--- config.mk ---
export PLATFORM = sky130hd
export DESIGN_NAME = conv_result_reader
export DESIGN_NICKNAME = d
export VERILOG_FILES = /design/src/rtl/conv_pkg.sv /design/src/rtl/conv_result_reader.sv
export SDC_FILE = /design/constraint.sdc
export NUM_CORES = 1
export LEC_CHECK = 0
export ABC_AREA = 0
export CORE_AREA = 2 2 59 61
export CTS_CLUSTER_DIAMETER = 60
export DETAILED_ROUTE_END_ITERATION = 10
export DIE_AREA = 0 0 61 63
export GPL_TIMING_DRIVEN = 0
export HOLD_SLACK_MARGIN = 0.08
export MAX_ROUTING_LAYER = met4
export PLACE_DENSITY = 0.72
export SLEW_MARGIN = 5
export SYNTH_ARGS = -nofsm -noshare
export SYNTH_HDL_FRONTEND = slang
export SYNTH_SLANG_ARGS = --single-unit
--- constraint.sdc ---
create_clock -name clk -period 1.9 [get_ports clk]
set_input_delay 0.38 -clock clk [delete_from_list [all_inputs] [get_ports clk]]
set_output_delay 0.38 -clock clk [all_outputs]
set_load 0.03 [all_outputs]
--- src/rtl/conv_pkg.sv ---
// Shared types and default sizing for the convolution coprocessor blocks.
package conv_pkg;

  // Result-reader control states.
  typedef enum logic [1:0] {
    IDLE  = 2'd0,
    FETCH = 2'd1,
    SEND  = 2'd2,
    DONE  = 2'd3
  } rd_state_t;

  localparam int CONV_DATA_WIDTH = 8;
  localparam int CONV_DEPTH      = 32;

  // Clamp a requested entry count to the bank depth.
  function automatic int unsigned sat_count(input int unsigned req, input int unsigned depth);
    return (req > depth) ? depth : req;
  endfunction

endpackage

--- src/rtl/conv_result_reader.sv ---
// Drains entries 0..len-1 of the result bank onto a valid/ready stream,
// clearing each entry on the edge that completes its handshake.
module conv_result_reader
  import conv_pkg::*;
#(
  parameter int DATA_WIDTH    = CONV_DATA_WIDTH,
  parameter int DEPTH         = CONV_DEPTH,
  parameter int CLEAR_ON_READ = 1,
  localparam int LW = $clog2(DEPTH + 1),
  localparam int AW = $clog2(DEPTH)
) (
  input  logic                  clk,
  input  logic                  rstn,
  input  logic                  start,
  input  logic [LW-1:0]         len,
  output logic                  busy,
  output logic                  done,
  output logic [AW-1:0]         rd_addr,
  input  logic [DATA_WIDTH-1:0] rd_data,
  output logic                  clrh_o,
  output logic [AW-1:0]         clr_addr,
  output logic                  m_valid,
  input  logic                  m_ready,
  output logic [DATA_WIDTH-1:0] m_data,
  output logic                  m_last
);

  localparam logic CLR_EN = (CLEAR_ON_READ != 0);
  localparam logic [LW-1:0] DEPTH_L = LW'(sat_count(DEPTH, DEPTH));

  rd_state_t             state_r;
  rd_state_t             state_s;
  logic [AW-1:0]         idx_r;
  logic [LW-1:0]         cnt_r;
  logic [DATA_WIDTH-1:0] m_data_r;
  logic                  m_valid_r;
  logic                  m_last_r;
  logic                  hs_s;
  logic [LW-1:0]         len_sat_s;

  assign hs_s      = m_valid_r & m_ready;
  assign len_sat_s = (len > DEPTH_L) ? DEPTH_L : len;

  // State register.
  always_ff @(posedge clk or negedge rstn) begin
    if (!rstn) begin
      state_r <= IDLE;
    end else begin
      state_r <= state_s;
    end
  end

  // Next-state decode; start is only looked at while idle.
  always_comb begin
    state_s = state_r;
    case (state_r)
      IDLE: begin
        if (start) begin
          if (len == LW'(0)) begin
            state_s = DONE;
          end else begin
            state_s = FETCH;
          end
        end else begin
          state_s = IDLE;
        end
      end
      FETCH: begin
        state_s = SEND;
      end
      SEND: begin
        if (hs_s) begin
          state_s = m_last_r ? DONE : FETCH;
        end else begin
          state_s = SEND;
        end
      end
      DONE: begin
        state_s = IDLE;
      end
      default: begin
        state_s = IDLE;
      end
    endcase
  end

  // Counters and output holding register; the word is frozen while in SEND.
  always_ff @(posedge clk or negedge rstn) begin
    if (!rstn) begin
      idx_r     <= AW'(0);
      cnt_r     <= LW'(0);
      m_data_r  <= {DATA_WIDTH{1'b0}};
      m_valid_r <= 1'b0;
      m_last_r  <= 1'b0;
    end else begin
      case (state_r)
        IDLE: begin
          if (start) begin
            cnt_r <= len_sat_s;
            idx_r <= AW'(0);
          end
        end
        FETCH: begin
          m_data_r  <= rd_data;
          m_valid_r <= 1'b1;
          m_last_r  <= (LW'(idx_r) == (cnt_r - LW'(1)));
        end
        SEND: begin
          if (hs_s) begin
            m_valid_r <= 1'b0;
            m_last_r  <= 1'b0;
            if (!m_last_r) begin
              idx_r <= idx_r + AW'(1);
            end
          end
        end
        default: begin
        end
      endcase
    end
  end

  assign busy     = (state_r != IDLE);
  assign done     = (state_r == DONE);
  assign rd_addr  = idx_r;
  assign clr_addr = idx_r;
  assign clrh_o   = hs_s & CLR_EN;
  assign m_valid  = m_valid_r;
  assign m_data   = m_data_r;
  assign m_last   = m_last_r;

endmodule

## Word-level counts from Yosys, hierarchy flattened

Index checks and enable logic that the tools add are counted.

| word-level totals | value |
|---|---|
| memories kept | 0 |
| register bits | 23 |
| memory bits (read-only) | 0 |
| word-level logic and storage cells | 38 |
| bits in latches | 0 |
| RAM bits | 0 |
| bits of input ports | 18 |

| cells by class | value |
|---|---|
| multiply operators | 0 |
| muxes and demuxes | 13 |
| shift-type cells | 0 |
| reductions and logical operators | 8 |
| div/mod/pow operators | 0 |
| eq/ne operators | 7 |
| order comparisons | 1 |
| bitwise operators | 1 |
| add/subtract/negate cells | 2 |

Operator list:

| kind | number |
|---|---|
| 5-bit 2-to-1 mux | 3 |
| 5-bit one-hot mux with 2 select lines | 1 |
| 2-bit 2-to-1 mux | 4 |
| 2-bit one-hot mux with 4 select lines | 1 |
| 5-bit by 6-bit == test with 1-bit output | 1 |
| 6-bit greater-than comparator, second input constant | 1 |
| 6-bit logical NOT | 1 |
| 6-bit 2-to-1 mux | 1 |
| 2-bit inequality test, second input constant | 3 |
| 2-bit nonzero test | 3 |
| 6-bit by 1-bit subtractor with 6-bit output, second input constant | 1 |
| 5-bit by 1-bit adder with 5-bit output, second input constant | 1 |
| 2-bit == test, second input constant | 2 |
| 1-bit one-hot mux with 2 select lines | 2 |
| 2-bit AND reduction | 2 |
| 4-bit AND reduction | 1 |
| 2-bit by 1-bit == test with 1-bit output, second input constant | 1 |
| 2-bit logical NOT | 1 |
| 1-bit AND | 1 |
| 1-bit 2-to-1 mux | 1 |

## Logic depth before layout (Yosys ltp)

Gate-level depths: netlist of run 1.

| depth | value |
|---|---|
| word-level depth | 4 |
| depth in mapped cells | 6 |
| mapped depth without buffers | 6 |

## Worst setup path after synthesis of run 1

Ideal clock, no wire load.

| timing | value |
|---|---|
| path type | register to register |
| start point | reg state_r[1] |
| end point | reg idx_r[1], in the netlist clr_addr[1] |
| stages on the path, launching flop included | 6 |
| setup slack | 0.477 ns |
| data arrival time | 1.299 ns |
| buffers on the path | 1 |
| cells stage by stage | dfrtp_1 -> buf_6 -> or2_2 -> nor2_2 -> nor2_1 -> o2bb2ai_1 |

| on the way | value |
|---|---|
| cells in the longest elaborated chain, start to end | 3 |
| elaborated cells between the ends (all ways) | 8 |
| those cells by class | eq/ne (4); mux (1); reduce/logical (3) |

RTL lines:

| element | RTL line | source |
|---|---|---|
| from (decl) | conv_result_reader.sv:31 | `rd_state_t state_r;` |
| from (signal assigned) | conv_result_reader.sv:49 | `state_r <= state_s;` |
| 2-bit == test or 2-bit logical NOT (tied branches) | conv_result_reader.sv:96 | `case (state_r)` |
| 2-bit inequality test (no line) or 2-bit nonzero test (tied branches) | n/a |  |
| 4-bit AND reduction (no line) | n/a |  |
| to (signal assigned) | conv_result_reader.sv:113 | `idx_r <= idx_r + AW'(1);` |
| to (decl) | conv_result_reader.sv:33 | `logic [AW-1:0] idx_r;` |

Parallel ways exist; a longest one is shown, timed or not.
A chain may end at the register's enable or synchronous reset.

## Final worst setup path of run 1

| timing | value |
|---|---|
| start point | reg idx_r[4], in the netlist clr_addr[4] |
| end point | out clr_addr[4] |

RTL lines:

| element | RTL line | source |
|---|---|---|
| to (decl) | conv_result_reader.sv:21 | `output logic [AW-1:0] clr_addr,` |

No word-level cell between the ends.

==> out/metrics.yaml, run 1 <==
power_and_ir_drop:
  switching_power_mw: 1.078
  p_per_area_nw_per_um2: 1489
  vdd_drop_max_mv: 0.7423
  p_int_mw: 1.457
  swShare_pct: 42.53
  p_leak_nw: 0.8257
  p_clk_share_pct: 9.1
  seqPwrFrac_pct: 34.1
  combPwrFrac_pct: 56.8
sta:
  final-max-slew-violation-count: 0
  rsz0062_at_grt: "no"
  finalCriticalPeriod_ps: 1826
  setup_tns_ps: 0
  setup_violations: 0
  clock_skew_ps: 4.184
  max_clock_freq_ghz: 0.5477
  tightest_slew_ps: 1049
  hold_viol: 0
  slew_headroom_pct: 29.82
  finalCritPeriodShare_pct: 96.10
detailed_routing:
  wl_met1_mm: 1.079
  routedWlPerCell_um: 12.51
  top_layer: "met4"
  final_antenna_net_count: 0
  drc: 0
  drt_first_pass_iters: 3
  drt-total-wl_mm: 2.578
  wl_met3_um: 160
  via_count: 1001
  drt_iter0_markers: 16
  wl_met2_mm: 1.322
  viasPerCell: 4.859
cts:
  clock_latency_ps: 310
  cts_max_level: 1
  cts_tree: "yes"
  cts_hold_buf: 0
  ctsResizeCount: 14
  cts_root_buf: "clkbuf_4"
  cts.path.max_buffers: 2
  cts_made_buffers: 3
  post_cts_buffers: 0
  clkSlewWorstSetupHoldPaths_ps: 130
  cts_sinks: 23
setup_path:
  slowest_delay_ps: 700
  worstPathRequired_ps: 1520
  setup.worst_path.class: "reg -> out"
  critical_path.cell_chain: "clkdlybuf4s50_1"
  critPathArrivalTime_ps: 1450
  crit_buf_inv: 1
  cpMaxStageDelayCell: "clkdlybuf4s50_1"
  cp-end-kind: "output pin"
  crit_path_max_fanout: 4
  crit_path_start_kind: "register"
  cp_top_family: "buffers and inverters"
floorplan:
  core_area_sq_um: 3232
  ios: 41
  die_w_um: 61
  dieArea_sq_um: 3843
  rows: 21
  die_y_um: 63
  start_util_pct: 37.86
synthesis:
  synthTopCellsByArea: "dfrtp_1 (47%), mux2_2 (7.4%), xnor2_1 (6.4%)"
  synth_warnings: 0
  synth_nets: 136
  synth_edf_count: 0
  synth_seq_cells: 23
  yosysMostFrequentCell: "dfrtp_1"
  yosys-top-cells-count: "dfrtp_1 (23), xnor2_1 (9), mux2_2 (8), nand2_1 (8)"
  synth.largest_area_cell: "dfrtp_1"
  yosysTopAreaCellShare_pct: 47.03
  synth_area_sq_um: 1224
  async_flop_share_pct: 100.0
  ys.flop_type: "dfrtp_1"
  synth.distinct_cells: 33
  ys_seq_area_share_pct: 47.03
  syn_avg_cell_area_sq_um: 10.55
  synth_cells: 116
placed_design:
  gp_congestion: 0.7259
  placed_cell_area_sq_um: 1682
  portBuffers: 40
  dp.final_hpwl_mm: 1.980
final_layout:
  final_layout_size_suffix_gt1_share_pct: 16.88
  final_area_sq_um: 1703
  n_antenna_cell: 0
  finish.utilization_pct: 52.69
  areaGrowthSynthToFinish_pct: 39.16
  nets: 181
worst_hold_path:
  hold_path.class: "reg -> reg"
job:
  drv_cap: 0
status:
  status: "finished clean"
global_route:
  grt_max_degree: 24
  track_usage_pct: 14.39
  antenna_found_initial: 0
  overflow: 0
  grt_pass1_wl_mm: 4.064
  grt_pass1_vias: 954
-- per-layer routing --
layer  global-route usage [%]  vias to the layer above
met2                    24.46                       31
met3                    2.692                        2
met4                    4.891                        0
li1                         -                      480
met1                    16.56                      488
met5                        -                        -
-- path summary, 6_finish.rpt --
path	from	to	slack [ps]	depth (start not counted)
hold / removal	cnt_r[5]$_DFFE_PN0P_	cnt_r[5]$_DFFE_PN0P_	510	2
setup / recovery	clr_addr[4]$_DFFE_PN0P_	clr_addr[4]	70	1
max in group asynchronous	rstn	state_r[0]$_DFF_PN0_	580	1
hold reg to reg	cnt_r[5]$_DFFE_PN0P_	cnt_r[5]$_DFFE_PN0P_	510	2
min in group asynchronous	rstn	clr_addr[3]$_DFFE_PN0P_	630	1
setup reg to reg	state_r[1]$_DFF_PN0_	clr_addr[0]$_DFFE_PN0P_	370	5
-- cell usage in the layout, fill, tap and decap left out, drive strengths merged --
| cell | Yosys | final |
|---|---|---|
| a21o | 1 | 1 |
| a21oi | 6 | 6 |
| a22oi | 1 | 1 |
| and2 | 1 | 1 |
| and2b | 1 | 1 |
| buf | 8 | 8 |
| clkbuf | 0 | 6 |
| clkdlybuf4s50 | 0 | 27 |
| dfrtp | 23 | 23 |
| dlygate4sd2 | 0 | 7 |
| dlymetal6s2s | 0 | 4 |
| ha | 2 | 2 |
| inv | 5 | 5 |
| mux2 | 8 | 8 |
| mux2i | 1 | 1 |
| nand2 | 8 | 8 |
| nand2b | 5 | 5 |
| nand3 | 1 | 1 |
| nand3b | 2 | 2 |
| nand4b | 3 | 3 |
| nor2 | 8 | 8 |
| nor3 | 1 | 1 |
| nor3b | 2 | 2 |
| nor4 | 2 | 2 |
| o21a | 1 | 1 |
| o21ai | 7 | 7 |
| o2bb2ai | 2 | 2 |
| or2 | 1 | 1 |
| or2b | 1 | 1 |
| or3 | 1 | 1 |
| or3b | 1 | 1 |
| or4 | 1 | 1 |
| xnor2 | 9 | 9 |
| xor2 | 3 | 3 |
-- state kept, by name, summed over array words and instances (netlist names) --
register  flops
m_last        1
m_valid       1
state_r       2
m_data        8
clr_addr      5
cnt_r         6
-- cells by family after synthesis --
logic type	count (synthesis)	synth area share, %
buffers and inverters	13	7.055
XOR/XNOR	12	8.590
AND/OR/NAND/NOR	39	18.20
flip-flops	23	47.03
AO/OA/AOI/OAI	18	8.896
multiplexers	9	8.180
adder cells (fa/ha/maj)	2	2.045
-- power by group through the flow --
stage               sequential (mW)  combinational [mW]  clock [mW]
finish                        0.865                1.44       0.230
global route                  0.892                1.56       0.253
CTS                           0.869                1.47       0.236
detailed placement            0.872                1.49           0
global placement              0.862                1.46           0
floorplan                      1.07               0.787           0
-- layout make-up --
class,count,area (sq um)
Fill cell,310,1529
Sequential cell,23,579.3
Multi-Input combinational cell,80,561.8
Timing Repair Buffer,40,391.6
Buffer,8,67.56
Tap cell,46,57.56
Clock buffer,4,26.28
Inverter,5,18.77
-- metrics by stage --
stage / worst slack (ps) / hold slack (ps) / instances / total power, mW
after floorplan: 477.2 / 84.41 / 116 / 1.852
after global placement: -279.0 / 483.8 / 202 / 2.323
after detailed placement: -290.5 / 485.8 / 202 / 2.358
after CTS: 4.092 / 516.7 / 206 / 2.573
after global routing: 3.893 / 541.2 / 206 / 2.703
final: 74.05 / 513.3 / 206 / 2.536
Note: power is estimated with default switching activity, not from simulation.
==> run 2: changes to the inputs <==
- MAX_ROUTING_LAYER: met4 -> not set
==> run 2 against run 1 <==
  * Worst setup slack stayed put
  * Count of clock-buffer cells in the layout stayed put
  * Global-route usage is 0.37 points lower
  * Cell count stayed put
  * Clock power hardly changed
  * Sequential power hardly changed
  * Via count stayed put
  * Core utilization stayed put
  * Design area stayed put
  * First-iteration DRC count stayed put
  * Sequential share of layout area stayed put
  * Flip-flop and latch count stayed put
  * Highest routed layer unchanged
==> out/metrics.yaml, run 2 (synthesized netlist as in run 1, its figures left out) <==
floorplan:
  core_area_sq_um: 3232
  rows: 21
  start_util_pct: 37.86
  die_w_um: 61
  dieArea_sq_um: 3843
  ios: 41
  die_y_um: 63
cts:
  cts_root_buf: "clkbuf_4"
  clock_latency_ps: 310
  cts_hold_buf: 0
  cts_sinks: 23
  cts_made_buffers: 3
  cts_max_level: 1
  cts_tree: "yes"
  cts.path.max_buffers: 2
  clkSlewWorstSetupHoldPaths_ps: 130
global_route:
  grt_max_degree: 24
  antenna_found_initial: 0
  grt_pass1_wl_mm: 4.064
  grt_pass1_vias: 954
  overflow: 0
  track_usage_pct: 14.01
final_layout:
  n_antenna_cell: 0
  areaGrowthSynthToFinish_pct: 39.16
  finish.utilization_pct: 52.69
  fillers: 310
  largest_reg_flops: 8
  final_layout_size_suffix_gt1_share_pct: 16.88
  final_common_cell: "clkdlybuf4s50_1"
  final_cell_mix: "clkdlybuf4s50_1 (27), dfrtp_1 (20), xnor2_1 (9), nand2_1 (8), mux2_2 (8)"
  nets: 181
  final_area_sq_um: 1703
setup_path:
  cp-startpoint: "clr_addr[4]$_DFFE_PN0P_"
  cp_top_family: "buffers and inverters"
  crit_buf_inv: 1
  critPathArrivalTime_ps: 1450
  cpMaxStageDelayCell: "clkdlybuf4s50_1"
  cp-end-kind: "output pin"
  critical_path.cell_chain: "clkdlybuf4s50_1"
  worstPathRequired_ps: 1520
  reg2reg_from: "state_r[1]$_DFF_PN0_"
  setup.worst_path.class: "reg -> out"
  crit_path_start_kind: "register"
  crit_path_max_fanout: 4
  slowest_delay_ps: 700
power_and_ir_drop:
  p_int_mw: 1.457
  seqPwrFrac_pct: 34.1
  vdd_drop_max_mv: 0.7429
  p_clk_share_pct: 9.1
  p_per_area_nw_per_um2: 1489
  p_leak_nw: 0.8257
  swShare_pct: 42.51
  combPwrFrac_pct: 56.8
  switching_power_mw: 1.078
sta:
  setup_violations: 0
  max_clock_freq_ghz: 0.5477
  setup_tns_ps: 0
  final-max-slew-violation-count: 0
  finalCriticalPeriod_ps: 1826
  tightest_slew_ps: 1050
  slew_headroom_pct: 29.77
  finalCritPeriodShare_pct: 96.10
  hold_viol: 0
  rsz0062_at_grt: "no"
  clock_skew_ps: 4.187
  holdWs_ps: 513.3
status:
  status: "finished clean"
placed_design:
  portBuffers: 40
  dp.final_hpwl_mm: 1.980
  placed_cell_area_sq_um: 1682
  gp_congestion: 0.7176
worst_hold_path:
  hp-start: "cnt_r[5]$_DFFE_PN0P_"
  hold_path.class: "reg -> reg"
detailed_routing:
  drt_iter0_markers: 16
  routedWlPerCell_um: 12.52
  drt-total-wl_mm: 2.580
  drt_first_pass_iters: 3
  final_antenna_net_count: 0
  via_count: 1001
  drc: 0
  viasPerCell: 4.859
job:
  drv_cap: 0
run 2: cell counts in the layout (fill, tap and decap cells not counted):
Identical to the previous run, type by type.
run 2: per-layer routing:
| layer | GRT usage, % | share of wire, % |
|---|---|---|
| met4 | 4.891 | 0.58 |
| met2 | 24.46 | 51 |
| met1 | 16.03 | 41 |
| met3 | 3.520 | 7.2 |
| met5 | 0 | 0 |
run 2: power groups by stage:
stage / clock [mW] / sequential (mW) / combinational (mW)
after floorplan: 0 / 1.07 / 0.787
after global placement: 0 / 0.862 / 1.46
after detailed placement: 0 / 0.872 / 1.49
after CTS: 0.236 / 0.869 / 1.47
after global routing: 0.253 / 0.892 / 1.56
final: 0.230 / 0.865 / 1.44
run 2: repair_timing:
action	CTS	global route
endpoints found under the hold margin	0	0
buffers inserted	0	0
setup endpoints to repair	11	6
gates resized for setup	14	6
run 2: cell type report:
type | count | area (sq um) | area share [%]
multi-input combinational | 80 | 561.8 | 32.99
clock buffer | 4 | 26.28 | 1.543
inverter | 5 | 18.77 | 1.102
buffer | 8 | 67.56 | 3.968
tap | 46 | 57.56 | 3.380
timing repair buffer | 40 | 391.6 | 23.00
sequential | 23 | 579.3 | 34.02
run 2: stage by stage:
stage,instances,setup slack (ps),total power [mW]
6_report,206,74.05,2.535
2_1_floorplan,116,477.2,1.852
3_5_place_dp,202,-290.5,2.358
4_1_cts,206,4.092,2.573
5_1_grt,206,3.893,2.704
3_3_place_gp,202,-279.0,2.323
run 2: worst register-to-register path, delay by kind of cell, from the launching register on:
family	cells	cell delay (ps)
and+or+nand+nor	3	750
buffers and inverters	1	130
AOI/OAI and AO/OA	1	140
DFF	1	400
run 2: path summary, 6_finish.rpt:
path	depth (start not counted)	slack, ps	to
worst max-delay path	1	70	clr_addr[4]
worst min-delay path	2	510	cnt_r[5]$_DFFE_PN0P_
worst max register to register	5	370	clr_addr[0]$_DFFE_PN0P_
worst min register to register	2	510	cnt_r[5]$_DFFE_PN0P_
max in group asynchronous	1	570	state_r[0]$_DFF_PN0_
min in group asynchronous	1	630	clr_addr[3]$_DFFE_PN0P_
